$ cat src/rtl/led_pattern_sched.sv
// LED pattern scheduler: plays an 8-entry table of {last, pattern, ms} steps
// in order, looping until stopped. A prescaler turns CLK into 1 ms ticks,
// and a per-step tick counter times each step.
module led_pattern_sched #(
    parameter int TICK_DIV = 50_000,
    parameter int N_STEP   = 8
) (
    input  logic        CLK,
    input  logic        RST,
    input  logic        Cfg_Wr,
    input  logic [2:0]  Cfg_Addr,
    input  logic [20:0] Cfg_Data,
    input  logic        Start,
    input  logic        Stop,
    output logic [3:0]  LED_Out,
    output logic        Busy,
    output logic [2:0]  Step_Idx,
    output logic        Cycle_Done
);

    localparam int             PRE_W    = (TICK_DIV > 2) ? $clog2(TICK_DIV) : 1;
    localparam logic [PRE_W-1:0] PRE_LAST = PRE_W'(TICK_DIV - 1);
    localparam logic [2:0]     LAST_IDX = 3'(N_STEP - 1);

    typedef enum logic {
        S_IDLE = 1'b0,
        S_RUN  = 1'b1
    } state_t;

    state_t            r_state;
    state_t            w_state_next;

    logic [20:0]       r_table [N_STEP];

    logic [PRE_W-1:0]  r_pre_cnt;
    logic [15:0]       r_ms_cnt;
    logic [2:0]        r_step;
    logic [3:0]        r_pat;
    logic              r_last;
    logic [15:0]       r_dur_m1;
    logic              r_cycle_done;

    logic              w_tick;
    logic              w_step_end;
    logic              w_wrap;
    logic              w_entry;
    logic [2:0]        w_step_next;
    logic [2:0]        w_sel_idx;
    logic [20:0]       w_sel_entry;
    logic [15:0]       w_sel_dur_m1;

    // Step sequencing helpers. The next entry is read from the table before
    // any same-edge write lands, so a write is seen one edge later.
    assign w_tick       = (r_pre_cnt == PRE_LAST);
    assign w_step_end   = w_tick && (r_ms_cnt == r_dur_m1);
    assign w_wrap       = r_last || (r_step == LAST_IDX);
    assign w_step_next  = w_wrap ? 3'd0 : r_step + 3'd1;
    assign w_entry      = (r_state == S_IDLE) && Start && !Stop;
    assign w_sel_idx    = w_entry ? 3'd0 : w_step_next;
    assign w_sel_entry  = r_table[w_sel_idx];
    // A zero duration plays as 1 ms, so the compare value is clamped at 0.
    assign w_sel_dur_m1 = (w_sel_entry[15:0] == 16'd0) ? 16'd0
                                                       : w_sel_entry[15:0] - 16'd1;

    // Step table: cleared on reset, writable in any state.
    always_ff @(posedge CLK or posedge RST) begin
        if (RST) begin
            for (int i = 0; i < N_STEP; i++) begin
                r_table[i] <= '0;
            end
        end else if (Cfg_Wr) begin
            r_table[Cfg_Addr] <= Cfg_Data;
        end
    end

    // State register.
    always_ff @(posedge CLK or posedge RST) begin
        if (RST) begin
            r_state <= S_IDLE;
        end else begin
            r_state <= w_state_next;
        end
    end

    // Next-state logic: Stop always wins; Start is ignored while running.
    always_comb begin
        w_state_next = r_state;
        case (r_state)
            S_IDLE:  if (Start && !Stop) w_state_next = S_RUN;
            S_RUN:   if (Stop)           w_state_next = S_IDLE;
            default: w_state_next = S_IDLE;
        endcase
    end

    // Prescaler, per-step ms counter, and latched step contents.
    always_ff @(posedge CLK or posedge RST) begin
        if (RST) begin
            r_pre_cnt    <= '0;
            r_ms_cnt     <= '0;
            r_step       <= '0;
            r_pat        <= '0;
            r_last       <= 1'b0;
            r_dur_m1     <= '0;
            r_cycle_done <= 1'b0;
        end else begin
            r_cycle_done <= 1'b0;
            if (r_state == S_IDLE) begin
                r_pre_cnt <= '0;
                r_ms_cnt  <= '0;
                r_step    <= '0;
                if (w_entry) begin
                    r_pat    <= w_sel_entry[19:16];
                    r_last   <= w_sel_entry[20];
                    r_dur_m1 <= w_sel_dur_m1;
                end
            end else if (Stop) begin
                r_pre_cnt <= '0;
                r_ms_cnt  <= '0;
                r_step    <= '0;
                r_pat     <= '0;
            end else begin
                r_pre_cnt <= w_tick ? '0 : r_pre_cnt + PRE_W'(1);
                if (w_step_end) begin
                    r_ms_cnt     <= '0;
                    r_step       <= w_step_next;
                    r_pat        <= w_sel_entry[19:16];
                    r_last       <= w_sel_entry[20];
                    r_dur_m1     <= w_sel_dur_m1;
                    r_cycle_done <= w_wrap;
                end else if (w_tick) begin
                    r_ms_cnt <= r_ms_cnt + 16'd1;
                end
            end
        end
    end

    // Outputs are forced dark/idle outside RUN so reset and Stop act at once.
    always_comb begin
        LED_Out    = 4'd0;
        Busy       = 1'b0;
        Step_Idx   = 3'd0;
        Cycle_Done = 1'b0;
        if (r_state == S_RUN) begin
            LED_Out    = r_pat;
            Busy       = 1'b1;
            Step_Idx   = r_step;
            Cycle_Done = r_cycle_done;
        end
    end

endmodule

$ cat config.mk
export PLATFORM = sky130hd
export DESIGN_NAME = led_pattern_sched
export DESIGN_NICKNAME = d
export VERILOG_FILES = /design/src/rtl/led_pattern_sched.sv
export SDC_FILE = /design/constraint.sdc
export NUM_CORES = 1
export LEC_CHECK = 0
export CAP_MARGIN = 5
export CORE_UTILIZATION = 50
export DETAILED_ROUTE_END_ITERATION = 10
export GPL_TIMING_DRIVEN = 1
export PLACE_DENSITY_LB_ADDON = 0.3
export SYNTH_ARGS = -nofsm -noshare
export SYNTH_HDL_FRONTEND = slang
export SYNTH_SLANG_ARGS = --single-unit
$ cat constraint.sdc
create_clock -name CLK -period 26.5 [get_ports CLK]
set_input_delay 7.95 -clock CLK [delete_from_list [all_inputs] [get_ports CLK]]
set_output_delay 7.95 -clock CLK [all_outputs]
set_load 0.01 [all_outputs]
==> impl_metrics.yaml, run 1 <==
run_status:
  status: "completed"
synthesis:
  synthTopCellsByArea: "dfrtp_1, mux2_2, xnor2_1, nor2_1, nand2_1"
  synth_ff_type: "dfrtp_1"
  synth_nets: 1011
  async_flop_share: 1.00
  syn-instance-count: 977
  avgSynthCellArea_um2: 11.5
  ys_ff_latch: 226
  yosysUniqueCellTypes: 69
  syn_area_um2: 11200
  yosysTopAreaCell: "dfrtp_1"
  ys_seq_area_frac: 0.505
  synth_common_cells: "dfrtp_1, mux2_2, nor2_1, nand2_1, nand3_1"
  netlist.area_leader.share: 0.505
  yosysMostFrequentCell: "dfrtp_1"
  yosysWarnings: 0
  synth_edf_count: 0
sta:
  period_share: 0.429
  fmax_mhz: 88.0
  skew_ns: 0.0114
  hold_viol: 0
  fin_setup_tns_ns: 0
  worst_pin_slew_ns: 1.04
  rsz0062_at_grt: "no"
  fin_hold_ws_ns: 0.447
  drv_slew: 0
  setup_violations: 0
  fin_crit_ns: 11.36
  relSlewSlack: 0.305
clock_tree:
  cts_tree: "built"
  cts.clk_slew.worst_paths_ns: 0.06
  cts_resized: 0
  htree_levels: 1
  clock-sinks: 226
  cts_made_buffers: 25
  cts_setup_buffers: 0
  cts_buffer_depth: 3
  clock_latency_ns: 0.52
  cts_hold_buf: 0
  cts_root_buffer: "clkbuf_16"
pwr:
  clock_power_share: 0.354
  ir_drop_uv: 42.5
  p_switching_w: 0.000309
  swShare: 0.285
  seq_power_share: 0.421
  p_per_area_nw_per_um2: 85.6
  p_comb_frac: 0.225
  p_int_w: 0.000775
  power_leakage_nw: 5.20
setup_path:
  endpoint_kind: "flop"
  crit_path_start_kind: "primary input"
  required_ns: 26.93
  regToRegSetupSlack_ns: 21.61
  criticalPathCategory: "in2reg"
  arrival_ns: 11.79
  cp_max_fo: 33
floorplan:
  rows: 54
  die_y_um: 152
  pin_count: 38
  start_util: 0.511
  fp.dieW_um: 152
  fp.dieArea_um2: 23000
  coreArea_um2: 21900
global_routing:
  grt_antenna_before_repair: 0
  track_usage: 0.236
  overflow: 0
  grt_pass1_wl_mm: 42.3
  grt_max_degree: 78
  grt_pass1_vias: 7746
routing:
  viasPerCell: 6.04
  drtIter0Drc: 574
  first_pass_iters: 5
  ant_nets: 0
  remaining_drc_errors: 0
  wl_per_cell_um: 20.0
  num_vias: 7816
  wirelength_mm: 25.9
finish:
  antenna_cells: 0
  fin_nets: 1030
  syn_to_final_growth_pct: 13.2
  layout-drive-gt1-share: 0.263
min_path:
  holdCritPathClass: "reg2reg"
run:
  drv_cap: 0
placement:
  io_buffers: 37
  hpwl_mm: 16.0
  gp_congestion: 0.872
[final timing paths]
check                                  startpoint                  endpoint  depth (start not counted)
setup / recovery                             Stop  r_dur_m1[14]$_DFFE_PP0P_                         11
setup reg to reg            r_step[0]$_DFFE_PP0P_  r_dur_m1[14]$_DFFE_PP0P_                         10
hold reg to reg            r_pre_cnt[0]$_DFF_PP0_    r_pre_cnt[0]$_DFF_PP0_                          1
min in group asynchronous                     RST   r_pre_cnt[15]$_DFF_PP0_                          2
max in group asynchronous                     RST  r_table[132]$_DFFE_PP0P_                          4
hold / removal             r_pre_cnt[0]$_DFF_PP0_    r_pre_cnt[0]$_DFF_PP0_                          1
[power by group through the flow]
stage	Clock [W]	Sequential (W)	Combinational [W]
floorplan	0	0.000446	0.000197
global placement	0	0.000458	0.000239
detailed placement	0	0.000461	0.000244
CTS	0.000391	0.000456	0.000244
global route	0.000403	0.000465	0.000267
finish	0.000383	0.000457	0.000244
[cell usage in the layout, fill, tap and decap left out, types with 5 or more instances in the layout]
master           instances
nand2_1                 62
nand4_1                 13
nand2b_1                 6
o21ai_1                  7
a22o_1                  11
o31ai_1                 11
nor4_1                   8
inv_1                    8
dfrtp_1                226
buf_4                   16
mux2_2                 168
nand3_1                 40
clkdlybuf4s50_1         37
clkbuf_8                 6
nor2b_1                  8
a21oi_1                 31
and2_1                  12
ha_1                     5
or3_1                    5
o211ai_1                 8
o22ai_2                  5
o221ai_1                12
a32oi_1                 10
a31oi_1                  9
bufinv_16                6
nor2_1                  63
clkbuf_16               25
xnor2_1                 28
nor3_1                  18
o21ai_0                 38
xor2_1                  25
mux2i_1                 12
[sequential cells by signal (all words and copies together) (netlist names), 3 cells and up]
register,cells
r_pre_cnt,16
r_ms_cnt,16
r_dur_m1,16
r_table,168
r_pat,4
r_step,3
[logic make-up after synthesis]
family	count (synthesis)	share of synthesized area
buf+inv	70	0.0325
simple gates	278	0.131
fa+ha+maj	5	0.00559
mux	180	0.180
compound gates	165	0.104
flops	226	0.505
xor+xnor	53	0.0415
[worst max-delay path, stage by stage]
cell and delay (ns):
clkdlybuf4s50_1 0.54, or3b_1 0.42, buf_4 0.27, nand2_2 0.63
o221ai_2 0.23, a211oi_4 0.43, ha_1 0.33, o2111ai_2 0.22
nor4b_2 0.28, mux2_2 0.36, o21ai_1 0.11
[through the flow]
step	instance area, um^2	setup WS, ns	util	instances	power, W
after floorplan	11200	12.36	-	977	0.000643
after global placement	11700	14.79	0.536	1249	0.000698
after detailed placement	11700	14.67	0.536	1249	0.000705
after CTS	12700	15.21	0.578	1293	0.00109
after global routing	12700	14.93	0.578	1293	0.00114
final	12700	15.14	0.578	1293	0.00108
[routing by layer]
layer | up-vias | track usage | part of all wire
li1 | 3594 | - | -
met1 | 3954 | 0.338 | 0.46
met2 | 230 | 0.375 | 0.46
met3 | 38 | 0.0380 | 0.057
met4 | 0 | 0.0599 | 0.016
met5 | - | 0 | 0
[cell type report]
| type | instances | area, um^2 |
|---|---|---|
| clock buffer | 35 | 723 |
| fill | 1853 | 9230 |
| inverter | 9 | 41.3 |
| timing repair buffer | 53 | 490 |
| tap | 280 | 350 |
| clock inverter | 9 | 195 |
| sequential | 226 | 5660 |
| multi-input combinational | 681 | 5200 |
Note: power is estimated with default switching activity, not from simulation.
==> run 2, diff against run 1 <==
==> constraint.sdc (replaced) <==
create_clock -name CLK -period 11 [get_ports CLK]
set_input_delay 3.3 -clock CLK [delete_from_list [all_inputs] [get_ports CLK]]
set_output_delay 3.3 -clock CLK [all_outputs]
set_load 0.01 [all_outputs]
==> impl_metrics.yaml, run 2 (synthesis gave the netlist of run 1 again) <==
clock_tree:
  clock-sinks: 226
  cts_made_buffers: 25
  cts_resized: 0
  cts_tree: "built"
  cts_root_buffer: "clkbuf_16"
  htree_levels: 1
  cts_setup_buffers: 0
  cts_buffer_depth: 3
  cts_hold_buf: 0
  clock_latency_ns: 0.54
  cts.clk_slew.worst_paths_ns: 0.06
finish:
  multi_input_area_um2: 5200
  antenna_cells: 0
  layout-drive-gt1-share: 0.256
  largest_reg_flops: 168
  final_cell_mix: "dfrtp_1, mux2_2, nor2_1, nand2_1, nand3_1"
  fin_area_um2: 12500
  regArea_um2: 5660
  fill_cells: 1828
  syn_to_final_growth_pct: 11.8
  fin_nets: 1030
  mostFrequentLayoutCell: "dfrtp_1"
  top_register: "r_table"
  finalNonFillerCells: 1292
floorplan:
  coreArea_um2: 21900
  die_y_um: 152
  start_util: 0.511
  rows: 54
  pin_count: 38
  fp.dieArea_um2: 23000
  fp.dieW_um: 152
sta:
  period_share: 0.610
  fin_setup_tns_ns: 0
  skew_ns: 0.0195
  fmax_mhz: 149
  worst_pin_slew_ns: 1.15
  fin_crit_ns: 6.71
  rsz0062_at_grt: "no"
  setup_violations: 0
  drv_slew: 0
  relSlewSlack: 0.232
  hold_viol: 0
global_routing:
  grt_pass1_vias: 7768
  track_usage: 0.237
  grt_max_degree: 86
  grt_antenna_before_repair: 0
  grt_pass1_wl_mm: 42.3
  overflow: 0
placement:
  hpwl_mm: 16.1
  placed_area_um2: 11700
  post-place-cells: 1249
  gp_congestion: 0.874
  io_buffers: 37
setup_path:
  required_ns: 11.43
  crit_path_start_kind: "primary input"
  criticalPathCategory: "in2reg"
  arrival_ns: 7.14
  endpoint_kind: "flop"
  regToRegSetupSlack_ns: 6.10
  cp_max_fo: 45
routing:
  num_vias: 7763
  wirelength_mm: 25.8
  ant_nets: 0
  viasPerCell: 6.01
  wl_per_cell_um: 19.9
  drtIter0Drc: 587
  remaining_drc_errors: 0
  first_pass_iters: 5
pwr:
  clock_power_share: 0.319
  p_int_w: 0.00174
  p_comb_frac: 0.238
  power_w: 0.00248
  p_per_area_nw_per_um2: 198
  p_switching_w: 0.000741
  ir_drop_uv: 116
  power_leakage_nw: 5.13
  seq_power_share: 0.444
  swShare: 0.299
run_status:
  status: "completed"
run:
  drv_cap: 0
min_path:
  holdCritPathClass: "reg2reg"
[run 2: changes by cell type in the layout (fill, tap and decap cells not counted)]
cell	previous run	this run
inv_16	0	1
bufinv_16	6	1
clkbuf_8	6	3
clkbuf_1	4	10
[run 2: critical path, stage by stage]
cell and delay, ns:
clkdlybuf4s50_1 0.64, nor3b_4 0.07, buf_4 0.29, nor2_1 0.93, a31oi_1 0.20, a22oi_2 0.42
ha_1 0.31, o2111ai_2 0.20, nor4b_2 0.29, mux2_2 0.36, o21ai_1 0.11
[run 2: power by group through the flow]
stage	Combinational [W]	Clock (W)	Sequential [W]
after global routing	0.000646	0.000839	0.00112
after CTS	0.000589	0.000806	0.00110
final	0.000589	0.000790	0.00110
after floorplan	0.000474	0	0.00108
after global placement	0.000576	0	0.00110
after detailed placement	0.000587	0	0.00111
[run 2: area by class of cell]
cell class,instances,area share
multi-input cells,681,0.416
flip-flops and latches,226,0.452
clock inverters,5,0.00520
repair buffers,53,0.0392
well taps,280,0.0280
inverters,9,0.00330
clock buffers,38,0.0563
[run 2: routing by layer]
layer / wire, um / track usage / vias up
met5: 0 / 0 / -
met4: 483 / 0.0530 / 0
met3: 1350 / 0.0482 / 45
met2: 12100 / 0.379 / 177
met1: 11900 / 0.332 / 3955
li1: - / - / 3586
[run 2: final timing paths]
check / from / to / depth (start not counted)
setup / recovery: Stop / r_dur_m1[14]$_DFFE_PP0P_ / 11
hold / removal: r_pre_cnt[0]$_DFF_PP0_ / r_pre_cnt[0]$_DFF_PP0_ / 1
setup reg to reg: r_step[0]$_DFFE_PP0P_ / r_dur_m1[15]$_DFFE_PP0P_ / 11
hold reg to reg: r_pre_cnt[0]$_DFF_PP0_ / r_pre_cnt[0]$_DFF_PP0_ / 1
max in group asynchronous: RST / r_table[99]$_DFFE_PP0P_ / 3
min in group asynchronous: RST / r_table[121]$_DFFE_PP0P_ / 2
[run 2: per-stage QoR]
step	util	worst slack, ns	hold slack (ns)
after floorplan	-	1.51	0.425
after global placement	0.536	3.95	0.446
after CTS	0.572	4.31	0.460
final	0.572	4.29	0.452
after detailed placement	0.536	3.79	0.452
after global routing	0.572	4.06	0.488
==> run 3, diff against run 2 <==
==> constraint.sdc (replaced) <==
create_clock -name CLK -period 6.09 [get_ports CLK]
set_input_delay 1.827 -clock CLK [delete_from_list [all_inputs] [get_ports CLK]]
set_output_delay 1.827 -clock CLK [all_outputs]
set_load 0.01 [all_outputs]
==> impl_metrics.yaml, run 3 (synthesis gave the netlist of run 1 again) <==
setup_path:
  ff2ff_path_depth: 10
  regToRegEndpoint: "r_dur_m1[14]$_DFFE_PP0P_"
  crit_path_start_kind: "primary input"
  regToRegStartpoint: "r_step[1]$_DFFE_PP0P_"
  critPathMaxStageDelay_ns: 0.69
  criticalPathCategory: "in2reg"
  worst-path-stages: 10
  crit_path_top_delay_cell: "nor2_2"
  required_ns: 6.52
  cp_max_fo: 22
  crit_buf_inv: 2
  critPathTopFamily: "simple AND/OR/NAND/NOR gates"
  regToRegSetupSlack_ns: 1.68
  crit_chain: "clkdlybuf4s50_1 -> nor3b_4 -> buf_4 -> nor2_2 -> a32oi_1 -> nor4_2 -> o2111ai_2 -> nor4b_2 -> mux2_2 -> o21ai_1"
  endpoint_kind: "flop"
  arrival_ns: 5.36
pwr:
  p_per_area_nw_per_um2: 359
  swShare: 0.301
  clock_power_share: 0.321
  p_switching_w: 0.00137
  seq_power_share: 0.439
  p_int_w: 0.00317
  ir_drop_uv: 251
  p_comb_frac: 0.240
  power_leakage_nw: 5.17
sta:
  worst_pin_slew_ns: 0.944
  skew_ns: 0.0246
  fin_setup_tns_ns: 0
  relSlewSlack: 0.369
  fmax_mhz: 203
  period_share: 0.810
  fin_crit_ns: 4.94
  drv_slew: 0
  rsz0062_at_grt: "no"
  setup_violations: 0
  hold_viol: 0
clock_tree:
  htree_levels: 1
  cts_tree: "built"
  clock_latency_ns: 0.53
  cts_root_buffer: "clkbuf_16"
  cts_resized: 0
  clock-sinks: 226
  cts_buffer_depth: 3
  cts.clk_slew.worst_paths_ns: 0.06
  cts_made_buffers: 25
  cts_hold_buf: 0
  cts_setup_buffers: 0
finish:
  syn_to_final_growth_pct: 12.6
  layout-drive-gt1-share: 0.265
  mostFrequentLayoutCell: "dfrtp_1"
  antenna_cells: 0
  fin_nets: 1037
  top_register: "r_table"
  largest_reg_flops: 168
  final_cell_mix: "dfrtp_1, mux2_2, nor2_1, nand2_1, nand3_1"
  finalNonFillerCells: 1300
routing:
  num_vias: 7829
  ant_nets: 0
  first_pass_iters: 5
  wl_per_cell_um: 20.1
  wirelength_mm: 26.1
  viasPerCell: 6.02
  drtIter0Drc: 447
  remaining_drc_errors: 0
global_routing:
  track_usage: 0.236
  grt_pass1_wl_mm: 42.1
  grt_max_degree: 158
  grt_pass1_vias: 7816
  overflow: 0
  grt_antenna_before_repair: 0
min_path:
  hp-start: "r_pre_cnt[0]$_DFF_PP0_"
  min_to: "r_pre_cnt[0]$_DFF_PP0_"
  holdPathStages: 1
  holdCritPathClass: "reg2reg"
run:
  drv_cap: 0
placement:
  io_buffers: 37
  gp_congestion: 0.893
  hpwl_mm: 16.6
  post-place-cells: 1256
floorplan:
  fp.dieW_um: 152
  rows: 54
  start_util: 0.511
  pin_count: 38
  fp.dieArea_um2: 23000
  coreArea_um2: 21900
  die_y_um: 152
run_status:
  status: "completed"
-- run 3: how the worst max path moves through the flow --
stage	start	to	slack (ns)
3_5_place_dp	Stop	r_dur_m1[14]$_DFFE_PP0P_	0.69
4_1_cts	Stop	r_dur_m1[14]$_DFFE_PP0P_	1.19
2_1_floorplan	RST	r_cycle_done$_DFF_PP0_	1.31
6_report	Stop	r_dur_m1[14]$_DFFE_PP0P_	1.15
5_1_grt	Stop	r_dur_m1[14]$_DFFE_PP0P_	0.98
3_3_place_gp	Stop	r_dur_m1[14]$_DFFE_PP0P_	0.77
-- run 3: final cells by class --
type | count | area [um^2]
tap | 280 | 350
multi-input combinational | 681 | 5200
timing repair buffer | 60 | 568
inverter | 9 | 37.5
sequential | 226 | 5660
fill | 1839 | 9290
clock inverter | 7 | 66.3
clock buffer | 37 | 721
-- run 3: stage by stage --
stage	cell area (um^2)	total power (W)	worst slack, ns	util	hold WS, ns
3_5_place_dp	11800	0.00309	0.690	0.540	0.460
2_1_floorplan	11200	0.00280	1.31	-	0.425
4_1_cts	12600	0.00454	1.19	0.576	0.469
5_1_grt	12600	0.00473	0.981	0.576	0.504
6_report	12600	0.00453	1.15	0.576	0.465
3_3_place_gp	11800	0.00306	0.773	0.540	0.444
-- run 3: metal layers --
layer / vias to the layer above / part of all wire / GRT usage
li1: 3606 / - / -
met1: 3982 / 0.48 / 0.340
met2: 195 / 0.46 / 0.377
met3: 46 / 0.045 / 0.0287
met4: 0 / 0.022 / 0.0624
met5: - / 0 / 0
-- run 3: power groups by stage --
stage	registers (W)	logic, W	clock network, W
floorplan	0.00194	0.000856	0
global placement	0.00200	0.00106	0
detailed placement	0.00201	0.00108	0
CTS	0.00198	0.00108	0.00147
global route	0.00203	0.00118	0.00152
finish	0.00199	0.00109	0.00145
